--- config.mk ---
export PLATFORM = sky130hd
export DESIGN_NAME = ram_access_ctrl_flat
export DESIGN_NICKNAME = d
export VERILOG_FILES = /design/src/rtl/ram_access_ctrl_if.sv /design/src/rtl/ram_access_ctrl.sv /design/src/flat_wrapper.sv
export SDC_FILE = /design/constraint.sdc
export NUM_CORES = 1
export LEC_CHECK = 0
export ABC_AREA = 1
export ABC_CLOCK_PERIOD_IN_PS = 1900
export BUFFER_PORTS_ARGS = -buffer_cell sky130_fd_sc_hd__buf_2
export CORE_MARGIN = 2
export CORE_UTILIZATION = 47
export CTS_CLUSTER_DIAMETER = 50
export DETAILED_ROUTE_END_ITERATION = 16
export PLACE_DENSITY = 0.77
export SYNTH_ARGS = -nofsm -noshare
export SYNTH_HDL_FRONTEND = slang
export SYNTH_SLANG_ARGS = --single-unit
--- constraint.sdc ---
create_clock -name clk -period 1.9 [get_ports clk]
set_input_delay 0.095 -clock clk [delete_from_list [all_inputs] [get_ports clk]]
set_output_delay 0.095 -clock clk [all_outputs]
set_load 0.01 [all_outputs]
--- src/rtl/ram_access_ctrl_if.sv ---
`default_nettype none
// ============================================================================
//  Module      : ram_access_ctrl_if
//  Description : Request/response bus between the CPU memory stage and the
//                data-RAM access controller.
//  Revision    : 1.0  initial release
// ============================================================================
interface ram_access_ctrl_if;
    logic        req_valid;
    logic        req_ready;
    logic        req_we;
    logic [31:0] req_addr;
    logic [1:0]  req_size;
    logic        req_unsigned;
    logic [31:0] req_wdata;
    logic        resp_valid;
    logic [31:0] resp_rdata;
    logic        resp_err;

    // Requester side (CPU memory stage)
    modport master (
        output req_valid, req_we, req_addr, req_size, req_unsigned, req_wdata,
        input  req_ready, resp_valid, resp_rdata, resp_err
    );

    // Controller side
    modport slave (
        input  req_valid, req_we, req_addr, req_size, req_unsigned, req_wdata,
        output req_ready, resp_valid, resp_rdata, resp_err
    );
endinterface
`default_nettype wire

--- src/rtl/ram_access_ctrl.sv ---
`default_nettype none
// ============================================================================
//  Module      : ram_access_ctrl
//  Description : Byte/half/word load-store controller for a word-addressed
//                RAM with synchronous write and combinational read.
//                Sub-word stores are performed as read-modify-write.
//  Revision    : 1.0  initial release
// ============================================================================
module ram_access_ctrl #(
    parameter int ADDR_W = 10
) (
    input  wire logic              clk,
    input  wire logic              rst,
    ram_access_ctrl_if.slave       bus,
    output logic [ADDR_W-1:0]      ram_addr,
    output logic [31:0]            ram_d,
    output logic                   ram_we,
    input  wire logic [31:0]       ram_q
);

    typedef enum logic [1:0] {
        S_IDLE  = 2'd0,
        S_READ  = 2'd1,
        S_WRITE = 2'd2,
        S_RESP  = 2'd3
    } state_t;

    localparam logic [1:0] c_SIZE_BYTE = 2'b00;
    localparam logic [1:0] c_SIZE_HALF = 2'b01;
    localparam logic [1:0] c_SIZE_WORD = 2'b10;

    state_t              r_state;
    state_t              w_state_next;

    logic                r_we;
    logic [ADDR_W-1:0]   r_word;
    logic [1:0]          r_lane;
    logic [1:0]          r_size;
    logic                r_unsigned;
    logic [31:0]         r_wdata;
    logic [31:0]         r_rbuf;
    logic                r_err;
    logic [31:0]         r_rdata;

    logic                w_req_err;
    logic [31:0]         w_ram_d;
    logic [31:0]         w_load_ext;
    logic [7:0]          w_byte;
    logic [15:0]         w_half;

    // Upper address bits alias onto the RAM and are deliberately dropped.
    logic                w_unused_addr;
    assign w_unused_addr = ^bus.req_addr[31:ADDR_W+2];

    // Illegal size, or a half/word access that is not naturally aligned.
    assign w_req_err = (bus.req_size == 2'b11) ||
                       ((bus.req_size == c_SIZE_HALF) && bus.req_addr[0]) ||
                       ((bus.req_size == c_SIZE_WORD) && (bus.req_addr[1:0] != 2'b00));

    // State register and latched request / response data.
    always_ff @(posedge clk) begin
        if (rst) begin
            r_state    <= S_IDLE;
            r_we       <= 1'b0;
            r_word     <= '0;
            r_lane     <= 2'b00;
            r_size     <= 2'b00;
            r_unsigned <= 1'b0;
            r_wdata    <= '0;
            r_rbuf     <= '0;
            r_err      <= 1'b0;
            r_rdata    <= '0;
        end else begin
            r_state <= w_state_next;
            case (r_state)
                S_IDLE: begin
                    if (bus.req_valid) begin
                        r_we       <= bus.req_we;
                        r_word     <= bus.req_addr[ADDR_W+1:2];
                        r_lane     <= bus.req_addr[1:0];
                        r_size     <= bus.req_size;
                        r_unsigned <= bus.req_unsigned;
                        r_wdata    <= bus.req_wdata;
                        r_err      <= w_req_err;
                        if (w_req_err) begin
                            r_rdata <= '0;
                        end
                    end
                end
                S_READ: begin
                    r_rbuf <= ram_q;
                    if (!r_we) begin
                        r_rdata <= w_load_ext;
                    end
                end
                S_WRITE: begin
                    r_rdata <= '0;
                end
                default: begin
                end
            endcase
        end
    end

    // Next-state decode.
    always_comb begin
        w_state_next = r_state;
        case (r_state)
            S_IDLE: begin
                if (bus.req_valid) begin
                    if (w_req_err) begin
                        w_state_next = S_RESP;
                    end else if (bus.req_we && (bus.req_size == c_SIZE_WORD)) begin
                        w_state_next = S_WRITE;
                    end else begin
                        w_state_next = S_READ;
                    end
                end
            end
            S_READ:  w_state_next = r_we ? S_WRITE : S_RESP;
            S_WRITE: w_state_next = S_RESP;
            S_RESP:  w_state_next = S_IDLE;
            default: w_state_next = S_IDLE;
        endcase
    end

    // Lane extraction for loads and lane merge for stores (little-endian).
    always_comb begin
        w_byte     = ram_q[{r_lane, 3'b000} +: 8];
        w_half     = ram_q[{r_lane[1], 4'b0000} +: 16];
        w_load_ext = ram_q;
        case (r_size)
            c_SIZE_BYTE: w_load_ext = {{24{w_byte[7] & ~r_unsigned}}, w_byte};
            c_SIZE_HALF: w_load_ext = {{16{w_half[15] & ~r_unsigned}}, w_half};
            default:     w_load_ext = ram_q;
        endcase

        w_ram_d = '0;
        if (r_state == S_WRITE) begin
            w_ram_d = r_rbuf;
            case (r_size)
                c_SIZE_BYTE: w_ram_d[{r_lane, 3'b000} +: 8]     = r_wdata[7:0];
                c_SIZE_HALF: w_ram_d[{r_lane[1], 4'b0000} +: 16] = r_wdata[15:0];
                default:     w_ram_d = r_wdata;
            endcase
        end
    end

    // A reset landing in the WRITE cycle must not commit the write.
    assign ram_we         = (r_state == S_WRITE) & ~rst;
    assign ram_d          = w_ram_d;
    assign ram_addr       = r_word;

    assign bus.req_ready  = (r_state == S_IDLE);
    assign bus.resp_valid = (r_state == S_RESP);
    assign bus.resp_err   = (r_state == S_RESP) & r_err;
    assign bus.resp_rdata = r_rdata;

endmodule
`default_nettype wire

--- src/flat_wrapper.sv ---
// flat-port wrapper written by rule: the top's interface ports become plain ports
module ram_access_ctrl_flat 
#(
    parameter int ADDR_W = 10
)
  (clk, rst, ram_addr, ram_d, ram_we, ram_q, bus_req_valid, bus_req_we, bus_req_addr, bus_req_size, bus_req_unsigned, bus_req_wdata, bus_req_ready, bus_resp_valid, bus_resp_rdata, bus_resp_err);
  ram_access_ctrl_if bus_i ();
  input  wire logic clk;
  input  wire logic rst;
  output logic [ADDR_W-1:0] ram_addr;
  output logic [31:0] ram_d;
  output logic ram_we;
  input  wire logic [31:0] ram_q;
  input wire logic [$bits(bus_i.req_valid)-1:0] bus_req_valid;
  input wire logic [$bits(bus_i.req_we)-1:0] bus_req_we;
  input wire logic [$bits(bus_i.req_addr)-1:0] bus_req_addr;
  input wire logic [$bits(bus_i.req_size)-1:0] bus_req_size;
  input wire logic [$bits(bus_i.req_unsigned)-1:0] bus_req_unsigned;
  input wire logic [$bits(bus_i.req_wdata)-1:0] bus_req_wdata;
  output wire logic [$bits(bus_i.req_ready)-1:0] bus_req_ready;
  output wire logic [$bits(bus_i.resp_valid)-1:0] bus_resp_valid;
  output wire logic [$bits(bus_i.resp_rdata)-1:0] bus_resp_rdata;
  output wire logic [$bits(bus_i.resp_err)-1:0] bus_resp_err;
  assign bus_i.req_valid = bus_req_valid;
  assign bus_i.req_we = bus_req_we;
  assign bus_i.req_addr = bus_req_addr;
  assign bus_i.req_size = bus_req_size;
  assign bus_i.req_unsigned = bus_req_unsigned;
  assign bus_i.req_wdata = bus_req_wdata;
  assign bus_req_ready = bus_i.req_ready;
  assign bus_resp_valid = bus_i.resp_valid;
  assign bus_resp_rdata = bus_i.resp_rdata;
  assign bus_resp_err = bus_i.resp_err;
  ram_access_ctrl #(.ADDR_W(ADDR_W)) u_core (.clk(clk), .rst(rst), .bus(bus_i), .ram_addr(ram_addr), .ram_d(ram_d), .ram_we(ram_we), .ram_q(ram_q));
endmodule
* Word-level counts from Yosys, hierarchy flattened *
Cells that the tools add are included.

storage, ports and cells
  register bits after elaboration = 115
  output and inout bits = 78

cells by class
  add/subtract/negate cells = 2
  eq/ne operators = 10
  shift-type cells = 6
  multiplexer cells = 14
  bitwise operators = 6
  reduce and logical (&&, ||, !) cells = 11

operator list
  kind                       count
  $mux W32                   4
  $pmux W32 S2               2
  $pmux W32 S3               1
  $bwmux W32                 2
  $shift A16 B7 Y32 const A  1
  $shift A8 B7 Y32 const A   1
  $shiftx A16 B7 Y32         1
  $shiftx A32 B6 Y16         1
  $shiftx A32 B6 Y8          1
  $shiftx A8 B7 Y32          1
  $neg A5 Y7                 2
  $eq A2 B2 Y1 const B       4
  $pmux W2 S4                1
  $eq A2 B1 Y1 const B       3
  $mux W2                    3
  $and A1 B1 Y1              4
  $logic_not A2 Y1           2
  $ne A2 B2 Y1 const B       2
  $reduce_and A4 Y1          1
  $logic_and A1 B1 Y1        3
  $reduce_bool A3 Y1         1
  $logic_or A1 B1 Y1         2
  $ne A2 B1 Y1 const B       1
  $not A1 Y1                 2
  3 further kinds            3

* Logic depth before layout (Yosys ltp) *
  word-level depth = 7
  gate-level depth with buffers = 11
  mapped depth without buffers = 10

* Worst setup path after synthesis *
No wires, ideal clock.

  kind = register to output
  from = register u_core.r_lane[1]
  to = output port ram_d[14]
  arrival = 2.029 ns
  data required time = 1.805 ns
  setup slack = -0.224 ns
  stages on the path, launching flop included = 12
  cells stage by stage = dfxtp_1 -> clkbuf_2 -> inv_2 -> buf_2 -> buf_2 -> ha_1 -> inv_1 -> clkbuf_1 -> nand3_1 -> o22ai_1 -> nand2_1 -> a21oi_1

on the way
  longest elaborated chain between the ends = 5
  elaborated cells between the ends (all ways) = 10
  those cells by class = add/sub: 2; shift: 4; mux: 4

RTL lines
  item                                        RTL line                                        text
  start: declaration                          ram_access_ctrl.sv:37                           logic [1:0] r_lane;
  start signal: assignment                    ram_access_ctrl.sv:80                           r_lane <= bus.req_addr[1:0];
  $neg A5 Y7, on equally long branches        ram_access_ctrl.sv:143, ram_access_ctrl.sv:142
  $shiftx A16 B7 Y32 (tied with other cells)  ram_access_ctrl.sv:143                          c_SIZE_HALF: w_ram_d[{r_lane[1], 4'b0000} +: 16] = r_wdata[15:0];
  $bwmux W32, on equally long branches        ram_access_ctrl.sv:143, ram_access_ctrl.sv:142
  $pmux W32 S2 *                              ram_access_ctrl.sv:141                          case (r_size)
  $mux W32 *                                  ram_access_ctrl.sv:139                          if (r_state == S_WRITE) begin
  end: declaration                            flat_wrapper.sv:11                              output logic [31:0] ram_d;

Mark *: on every way between the ends. The rest lies on a longest branch, timed or not.

* Final worst setup path *
  from = register u_core.r_lane[0]
  to = output port ram_d[15]

on the way
  longest elaborated chain between the ends = 5
  elaborated cells between the ends (all ways) = 6
  those cells by class = add/sub: 1; shift: 2; mux: 3

RTL lines
  item                                                          RTL line                text
  $neg A5 Y7 *                                                  ram_access_ctrl.sv:142  c_SIZE_BYTE: w_ram_d[{r_lane, 3'b000} +: 8] = r_wdata[7:0];
  $shiftx A8 B7 Y32 / $shift A8 B7 Y32 (equally long branches)  ram_access_ctrl.sv:142
  $bwmux W32 *                                                  ram_access_ctrl.sv:142
  $pmux W32 S2 *                                                ram_access_ctrl.sv:141
  $mux W32 *                                                    ram_access_ctrl.sv:139

Marked as above.

==> flow_summary.yaml <==
timing:
  clock_skew_ns: 0.007109
  finalCritPeriodShare_pct: 109.9
  max_freq_mhz: 479.0
  tightest_slew_ns: 0.4559
  slew-limit-headroom_pct: 69.60
  setup_ws_ns: -0.1879
  rsz0062_at_grt: "yes"
  setup_viol: 31
  fin_setup_tns_ns: -3.913
  timing.final.hold_violations: 0
  fin_crit_ns: 2.088
  maxSlewViolCount: 0
critical_path:
  worstPathRequired_ns: 1.80
  crit_buf_inv: 4
  crit_path_frequent_cell: "inv_4"
  cp-start-kind: "register"
  path_class: "register to output port"
  critPathTopFamily: "buffers and inverters"
  crit_chain: "inv_4, ha_4, inv_4, nor2_4, buf_6, nand2_8, o22ai_2, nand2_1, a31oi_2, buf_2"
  end_kind: "output port"
  worstPathMaxFanout: 8
  cp_slowest_cell: "dfxtp_2"
  arrival_ns: 1.99
  max_stage_delay_ns: 0.36
grt:
  grtUsageMet2_pct: 47.48
  met1_usage_pct: 37.77
  grt_max_degree: 82
  grt_pass1_wl_um: 31380
  grt_overflow_total: 0
  antenna_found_initial: 0
  track_usage_pct: 29.65
  busiest_layer: "met2"
  grt_pass1_vias: 6472
  met3_usage_pct: 6.746
logic_synthesis:
  synth_cells: 913
  ys_seq_area_share_pct: 38.62
  yosysUniqueCellTypes: 31
  synth_seq_cells: 115
  ys.flop_type: "dfxtp_1"
  avgSynthCellArea_um2: 6.529
  synth_common_cells: "nor2_1, nand2_1, dfxtp_1, o21ai_0, a21oi_1"
  synth_top_area_share_pct: 38.62
  synth_edf_count: 0
  synthTopCellsByArea: "dfxtp_1, nor2_1, nand2_1, o21ai_0, a21oi_1"
  synth_nets: 1025
  syn_area_um2: 5961
  post-synth-top-count-cell: "nor2_1"
  ys_async_sr_fraction_pct: 0
  ys_warn_count: 0
  yosysTopAreaCell: "dfxtp_1"
layout:
  n_fill_cell: 1080
  drive_gt1_share_pct: 27.47
  area_growth_pct: 43.47
  n_antenna_cell: 0
  fin_cells: 1304
  nNetsFinal: 1233
cts:
  cts_tree: "built"
  clockBufferDepth: 2
  clkSlewWorstSetupHoldPaths_ns: 0.06
  cts-root-buf: "clkbuf_16"
  h-tree-depth: 4
  clk_latency_ns: 0.42
  cts.sink_count: 115
  cts_buffers: 17
run_status:
  violations: "setup timing"
  outcome: "finished with violations"
flow_run:
  max-cap-violations: 0
detailed_routing:
  vias: 7074
  wl_um: 20330
  drt_first_iter_violations: 681
  drcViolationCount: 0
  vias_per_cell: 5.425
  dr.pass1.iters: 6
  drtAntennaViolNets: 0
  post_drt_wl_per_cell_um: 15.59
power:
  p_leak_uw: 0.003617
  p_per_area_nw_per_um2: 1360
  irDropWorstVdd_v: 0.0009585
floorplan:
  fp.coreArea_um2: 12520
  dieArea_um2: 13600
  rows: 41
  start_util_pct: 47.62
  dieHeight_um: 116.6
  die_w_um: 116.6
  io_pins: 181
hold_path:
  holdCritPathClass: "input pin to register"
placed_design:
  hpwl_um: 13470
  gp_congestion: 0.9247
  place_inst: 1213
  numPortBuffers: 160
==> worst min-delay path: stages <==
cell,delay [ns]
buf_2,0.09
o21ai_0,0.08
a21oi_1,0.13
==> cell type report <==
type / count / area (µm²) / area share (%)
inverters: 70 / 279.0 / 3.263
clock buffers: 20 / 446.7 / 5.223
clock inverters: 10 / 135.1 / 1.580
multi-input cells: 669 / 3513 / 41.08
repair buffers: 247 / 1645 / 19.24
flip-flops and latches: 115 / 2310 / 27.01
repair inverters: 1 / 7.507 / 0.08778
well taps: 172 / 215.2 / 2.516
==> metrics by stage <==
| stage | hold slack (ns) | total power (µW) | utilization (%) | setup slack, ns | cell area, µm² |
|---|---|---|---|---|---|
| 2_1_floorplan | 0.2299 | 6489 | - | 0.004412 | 6101 |
| 3_3_place_gp | 0.3433 | 7685 | 56.47 | 0.08586 | 7068 |
| 3_5_place_dp | 0.3494 | 7775 | 56.47 | 0.05996 | 7068 |
| 4_1_cts | 0.002560 | 11300 | 67.13 | -0.1783 | 8403 |
| 5_1_grt | 0.02035 | 12320 | 68.32 | -0.2504 | 8552 |
| 6_report | 0.01274 | 11630 | 68.32 | -0.1879 | 8552 |
==> where the power goes <==
part / internal (µW) / leakage [µW] / switching, µW
Sequential: 3050 / 0.000946 / 469
Combinational: 1760 / 0.00240 / 3160
Clock: 2070 / 0.000274 / 1120
Total: 6880 / 0.00362 / 4750
==> sequential cells by signal, summed over array words and instances (netlist names) <==
| signal | cells |
|---|---|
| u_core.r_state | 2 |
| u_core.r_size | 2 |
| u_core.r_lane | 2 |
| u_core.r_we | 1 |
| u_core.bus.resp_rdata | 32 |
| u_core.r_wdata | 32 |
| u_core.r_rbuf | 32 |
| u_core.r_err | 1 |
| u_core.ram_addr | 10 |
| u_core.r_unsigned | 1 |
==> cells by family after synthesis <==
logic type               Yosys count  share of synthesized area [%]
AND/OR/NAND/NOR                  373                          24.96
AO/OA/AOI/OAI                    287                          25.88
buffers and inverters            129                          8.648
flip-flops                       115                          38.62
adder cells (fa/ha/maj)            9                          1.889
==> cell usage in the layout, fill, tap and decap left out, drive strengths merged <==
cell,count
o21ai,116
nand2,169
ha,9
o22ai,24
a31oi,18
nand4,1
inv,65
nand3,22
o221ai,7
clkbuf,20
buf,193
or2,1
clkinvlp,6
dfxtp,115
o211ai,3
dlygate4sd3,54
nor2,180
bufinv,3
clkinv,7
a21oi,111
a22oi,7
a21boi,1
==> routing by layer <==
| metal | share of wire, % | up-vias |
|---|---|---|
| met1 | 42 | 3246 |
| met5 | 0 | - |
| met4 | 3.6 | 0 |
| met3 | 7.7 | 56 |
| li1 | - | 3441 |
| met2 | 47 | 331 |
==> what timing repair did <==
action,in CTS,in global routing
hold buffers,54,0
endpoints found under the setup margin,32,82
gates resized for setup,34,38
cloned,1,0
endpoints found under the hold margin,54,0
setup buffers,4,2
pin swaps,13,13
==> path summary, 6_finish.rpt <==
kind,from,to,slack (ns),cells after the start
worst max-delay path,u_core.r_lane[0],ram_d[15],-0.19,10
worst min-delay path,bus_req_addr[1],u_core.r_lane[1],0.01,3
worst max register to register,u_core.r_state[1],u_core.r_rbuf[18],0.16,7
worst min register to register,u_core.bus.resp_rdata[21],u_core.bus.resp_rdata[21],0.46,2
Note: power is estimated with default switching activity, not from simulation.
